[config.mk]
export PLATFORM = sky130hd
export DESIGN_NAME = intlv_read_addr_gen
export DESIGN_NICKNAME = d
export VERILOG_FILES = /design/src/rtl/intlv_pkg.sv /design/src/rtl/qpp_mod_add.sv /design/src/rtl/intlv_read_addr_gen.sv
export SDC_FILE = /design/constraint.sdc
export NUM_CORES = 1
export LEC_CHECK = 0
export BUFFER_PORTS_ARGS = -buffer_cell sky130_fd_sc_hd__buf_2
export CAP_MARGIN = 10
export CORE_MARGIN = 3
export CORE_UTILIZATION = 56
export DETAILED_ROUTE_END_ITERATION = 16
export HOLD_SLACK_MARGIN = 0.05
export PLACE_DENSITY = 0.77
export SLEW_MARGIN = 0
export SYNTH_ARGS = -nofsm -noshare
export SYNTH_HDL_FRONTEND = slang
export SYNTH_SLANG_ARGS = --single-unit
[constraint.sdc]
create_clock -name clk -period 3.8 [get_ports clk]
set_input_delay 0.76 -clock clk [delete_from_list [all_inputs] [get_ports clk]]
set_output_delay 0.76 -clock clk [all_outputs]
set_load 0.02 [all_outputs]
[src/rtl/intlv_pkg.sv]
// Shared constants for the QPP interleaver read-address generator: block sizes,
// QPP coefficients and FSM state encoding.
package intlv_pkg;

  localparam int unsigned ADDR_W = 13;

  localparam int unsigned K_SMALL  = 1056;
  localparam int unsigned K_LARGE  = 6144;
  localparam int unsigned F1_SMALL = 17;
  localparam int unsigned F2_SMALL = 66;
  localparam int unsigned F1_LARGE = 263;
  localparam int unsigned F2_LARGE = 480;

  localparam logic [1:0] StIdle = 2'd0;
  localparam logic [1:0] StRun  = 2'd1;
  localparam logic [1:0] StDone = 2'd2;

endpackage

[src/rtl/qpp_mod_add.sv]
// Modular adder y = (a + b) mod k for operands already reduced below k.
module qpp_mod_add #(
  parameter int unsigned Width = 13
) (
  input  logic [Width-1:0] a,
  input  logic [Width-1:0] b,
  input  logic [Width-1:0] k,
  output logic [Width-1:0] y
);

  logic [Width:0] sum;

  // a, b < k so the sum is below 2k and one conditional subtract suffices
  always_comb begin
    sum = {1'b0, a} + {1'b0, b};
    if (sum >= {1'b0, k}) begin
      y = Width'(sum - {1'b0, k});
    end else begin
      y = sum[Width-1:0];
    end
  end

endmodule

[src/rtl/intlv_read_addr_gen.sv]
// Generates LTE QPP-interleaved read addresses pi(i) = (f1*i + f2*i^2) mod K by
// second-order recursion. Optional INTLV_RD_LINEAR_MODE_EN adds a sequential bypass.
module intlv_read_addr_gen #(
  parameter int unsigned ADDR_W = intlv_pkg::ADDR_W
) (
  input  logic              clk,
  input  logic              reset,
  input  logic              start,
  input  logic              block_size,
  input  logic              read_enable,
`ifdef INTLV_RD_LINEAR_MODE_EN
  input  logic              linear_mode,
`endif
  output logic [ADDR_W-1:0] addr,
  output logic              addr_valid,
  output logic              last,
  output logic              busy,
  output logic              done
);

  import intlv_pkg::*;

  localparam logic [ADDR_W-1:0] KSmall    = ADDR_W'(K_SMALL);
  localparam logic [ADDR_W-1:0] KLarge    = ADDR_W'(K_LARGE);
  localparam logic [ADDR_W-1:0] G0Small   = ADDR_W'((F1_SMALL + F2_SMALL) % K_SMALL);
  localparam logic [ADDR_W-1:0] G0Large   = ADDR_W'((F1_LARGE + F2_LARGE) % K_LARGE);
  localparam logic [ADDR_W-1:0] StepSmall = ADDR_W'((2 * F2_SMALL) % K_SMALL);
  localparam logic [ADDR_W-1:0] StepLarge = ADDR_W'((2 * F2_LARGE) % K_LARGE);

  logic [1:0]        state_q, state_d;
  logic [ADDR_W-1:0] i_q, i_d;
  logic [ADDR_W-1:0] addr_q, addr_d;
  logic [ADDR_W-1:0] g_q, g_d;
  logic [ADDR_W-1:0] k_q, k_d;
  logic [ADDR_W-1:0] step_q, step_d;
  logic [ADDR_W-1:0] addr_sum, g_sum;
  logic              lin_sel;
  logic              is_last;
  logic              xfer;

`ifdef INTLV_RD_LINEAR_MODE_EN
  assign lin_sel = linear_mode;
`else
  assign lin_sel = 1'b0;
`endif

  // addr advances by g; g advances by 2*f2. Linear mode pins g=1, step=0 so addr tracks i.
  qpp_mod_add #(
    .Width (ADDR_W)
  ) u_addr_add (
    .a (addr_q),
    .b (g_q),
    .k (k_q),
    .y (addr_sum)
  );

  qpp_mod_add #(
    .Width (ADDR_W)
  ) u_g_add (
    .a (g_q),
    .b (step_q),
    .k (k_q),
    .y (g_sum)
  );

  assign is_last = (i_q == k_q - ADDR_W'(1));
  assign xfer    = (state_q == StRun) && read_enable;

  always_comb begin
    state_d = state_q;
    i_d     = i_q;
    addr_d  = addr_q;
    g_d     = g_q;
    k_d     = k_q;
    step_d  = step_q;
    case (state_q)
      StIdle: begin
        if (start) begin
          state_d = StRun;
          i_d     = '0;
          addr_d  = '0;
          k_d     = block_size ? KLarge : KSmall;
          if (lin_sel) begin
            g_d    = ADDR_W'(1);
            step_d = '0;
          end else begin
            g_d    = block_size ? G0Large : G0Small;
            step_d = block_size ? StepLarge : StepSmall;
          end
        end
      end
      StRun: begin
        if (xfer) begin
          if (is_last) begin
            state_d = StDone;
          end else begin
            i_d    = i_q + ADDR_W'(1);
            addr_d = addr_sum;
            g_d    = g_sum;
          end
        end
      end
      StDone: begin
        state_d = StIdle;
      end
      default: begin
        state_d = StIdle;
      end
    endcase
  end

  always_ff @(posedge clk) begin
    if (!reset) begin
      state_q <= StIdle;
      i_q     <= '0;
      addr_q  <= '0;
      g_q     <= '0;
      k_q     <= '0;
      step_q  <= '0;
    end else begin
      state_q <= state_d;
      i_q     <= i_d;
      addr_q  <= addr_d;
      g_q     <= g_d;
      k_q     <= k_d;
      step_q  <= step_d;
    end
  end

  assign addr       = addr_q;
  assign addr_valid = (state_q == StRun);
  assign last       = addr_valid && is_last;
  assign busy       = (state_q == StRun) || (state_q == StDone);
  assign done       = (state_q == StDone);

endmodule

==> summary.md <==
| Metric | Value |
|---|---|
| Max Root-Sink Buffers | 2 |
| First-pass GRT wire length | approximately 15,000 um |
| DIE WIDTH | 85.2 um |
| Reg area | 863 um2 |
| Critical Path Source Type | register |
| Area fraction in compound gates after synthesis | 0.238 |
| Mapped Nets | 473 |
| Total core area | 0.00599 mm2 |
| Post-Route WL | a little under 9000 um |
| Multi-input gate area | about 0.0026 mm2 |
| Fin crit share | 0.956 |
| RSZ-0062 raised after global routing | true |
| Initial DRC Count | 190 |
| FMAX | around 0.28 GHz |
| Synthesis-stage register bit count | between 40 and 50 |
| Routability-driven placement congestion ratio | ~1 |
| Crit path kind | register to register |
| TritonCTS clock tree | yes |
| CTS sink cnt | between 40 and 50 |
| Cell Pwr Density | about 430 mW/mm2 |
| Asr flop ratio synth | 0 |
| Register area share after synthesis | 0.245 |
| Hold WC Path Type | register to register |
| Clk Latency, worst-skew pair | about 0.3 ns |
| Row cnt | 28 |
| Die Area | approximately 0.0073 mm2 |
| Util after Layout | 0.678 |
| Worst-Margin Slew | 0.843 ns |
| H-tree Lvls | 2 |
| Max Cap Violations | 0 |
| Post-CTS Hold Buffers | 0 |
| Global route overflow | 0 |
| Portion of netlist area occupied by mux cells | 0.0207 |
| CP max-delay cell | dfxtp_2 |
| Fin crit period | about 3.6 ns |
| CP required | approximately 4.0 ns |
| Crit path DAT | about 3.8 ns |
| YS warnings | 0 |
| Worst Setup End Kind | register |
| Post-synth EDFFs | 0 |
| Syn Inst Count | 433 |
| Avg Inst Size Synth | ~8.1 um2 |
| Leakage power | about 1.7 nW |
| Max stage delay on crit path | roughly 0.36 ns |
| Top cells by area, synth | dfxtp_1 (25%), ha_1 (12%), xor2_1 (4.7%) |
| Slew HR | 0.433 |
| Area share of the largest cell type after synthesis | 0.245 |
| Slew Viols, Final | 0 |
| Post-DP HPWL | ~7000 um |
| CTS Buf Count | 5 |
| Adder-cell share of the synthesized area | 0.127 |
| Pin count of the biggest net entering global routing | 17 |
| Largest family of logic cells by synthesized area | compound AO/OA/AOI/OAI gates |
| Crit-path max FO | 13 |
| Worst VDD drop | around 0.31 mV |
| Status | finished clean |
| Hold violation count in the final report | 0 |
| Layout area overhead | 15.5% |
| Vias | around 3,400 |
| Clk slew on worst S/H paths | 0.09 ns |
| Buf/Inv on CP | 2 |
| Initial cell density of the core | 0.586 |
| Buffers on Ports | 21 |
| Post-synth top area cell | dfxtp_1 |
| Post-Synth XOR/XNOR Area | 0.0965 |
| Number of antenna diodes | 0 |
| Top_reg_cell synth | dfxtp_1 |
| Fillers | 509 |
| Final setup violation count | 0 |
| Average wire per standard cell | 16.0 um |
| Chip height | 85.2 um |
| Vias in the first global route | ~3,200 |
| Clock root buffer | clkbuf_8 |
| DRC | 0 |
| Antenna violations before repair | 0 |
| Layout cells sized above 1 | 0.196 |
| Vias/cell | 6.24 |
| Ports | 22 |
| GRT Overall Usage | 0.249 |
| Cell Chain, Critical Path | ha_1 > inv_1 > fa_2 > nand2b_4 > a21oi_2 > o21ai_1 > and3_1 > xnor2_1 > ha_1 > and3_4 > and3_1 > o2111ai_1 > o41ai_2 > a211oi_2 > buf_6 > or3_1 > a32o_1 |
| CP top delay family | simple AND/OR/NAND/NOR gates |
| Simple-Gate Fraction of Synth Area | 0.227 |
| Final net count | about 510 |
| Mapped Area | between 0.003 and 0.004 mm2 |
| Drt pass-1 iters | 5 |
| Routed Antenna Nets | 0 |
| Final Skew | just under 0.009 ns |
| R2R Setup Slk | ~0.17 ns |
| Post-synthesis cell type count | 67 |
| Final hold slack | between 0.4 and 0.5 ns |
==> Yosys cell counts (5+ instances only) <==
cell type / number
a21oi_1: 23
a22oi_1: 5
a31oi_1: 5
and3_1: 10
buf_2: 7
clkbuf_1: 6
dfxtp_1: 43
ha_1: 34
inv_1: 19
mux2i_1: 5
nand2_1: 35
nand3_1: 18
nor2_1: 44
nor3_1: 11
o211ai_1: 6
o21a_1: 6
o21ai_0: 25
or3_1: 7
xnor2_1: 16
xor2_1: 19
==> metrics by stage <==
stage          instances  total power [mW]  cell area [um2]  setup WS (ns)  TNS [ns]
3_5_place_dp         540              1.33             3830        -0.0518   -0.0905
6_report             550              1.75             4060          0.166         0
4_1_cts              548              1.71             3970        0.00330         0
3_3_place_gp         540              1.31             3830         0.0858         0
2_1_floorplan        433              1.13             3510        0.00767         0
5_1_grt              550              1.86             4060        -0.0322   -0.0479
==> report_power, final <==
group,switching (mW),internal [mW]
Sequential,0.0415,0.487
Combinational,0.491,0.363
Clock,0.170,0.196
Total,0.702,1.05
==> final timing paths <==
check / from / endpoint / cells past startpoint
setup / recovery: g_q[0] / addr[7] / 17
hold / removal: addr[10] / addr[10] / 2
setup reg to reg: g_q[0] / addr[7] / 17
hold reg to reg: addr[10] / addr[10] / 2
==> tightest hold or removal path, delay by kind of cell (launching register included) <==
kind	cells	cell delay [ns]
DFF	1	0.34
and+or+nand+nor	1	0.06
AOI/OAI and AO/OA	1	0.05
==> logic make-up after synthesis <==
group,count (synthesis)
mux,7
fa+ha+maj,35
buf+inv,36
xor+xnor,37
flops,43
compound gates,117
simple gates,158
==> cell type report <==
cell class	count	area share
flip-flops and latches	43	0.213
multi-input cells	354	0.637
clock buffers	5	0.0170
well taps	75	0.0231
repair buffers	51	0.0823
clock inverters	3	0.0108
inverters	19	0.0176
==> timing repair <==
| action | in CTS | in global routing |
|---|---|---|
| resized for setup | 10 | 14 |
| setup buffers | 0 | 2 |
| endpoints found under the setup margin | 3 | 15 |
| pin swaps | 1 | 3 |
| cloned | 0 | 0 |
==> metal layers <==
| metal | share of wire | global-route usage | wire [um] |
|---|---|---|---|
| met1 | 0.46 | 0.349 | 4100 |
| met2 | 0.47 | 0.405 | 4130 |
| met3 | 0.056 | 0.0408 | 491 |
| met4 | 0.011 | 0.0460 | 97 |
| met5 | 0 | 0 | 0 |
==> cell usage in the layout (no fill, tap or decap), types with 11 or more instances in the layout <==
master / instances
nand3_1: 18
inv_1: 19
buf_4: 29
nor2_1: 44
xnor2_1: 16
a21oi_1: 21
nor3_1: 11
nand2_1: 35
ha_1: 30
dfxtp_1: 41
xor2_1: 19
o21ai_0: 21
buf_2: 21
==> state kept, by name (all words and copies together) (netlist names) <==
signal   flops
addr        13
g_q         12
state_q      2
i_q         13
step_q       1
k_q          2
No activity file was read; power rests on OpenSTA's default activity.
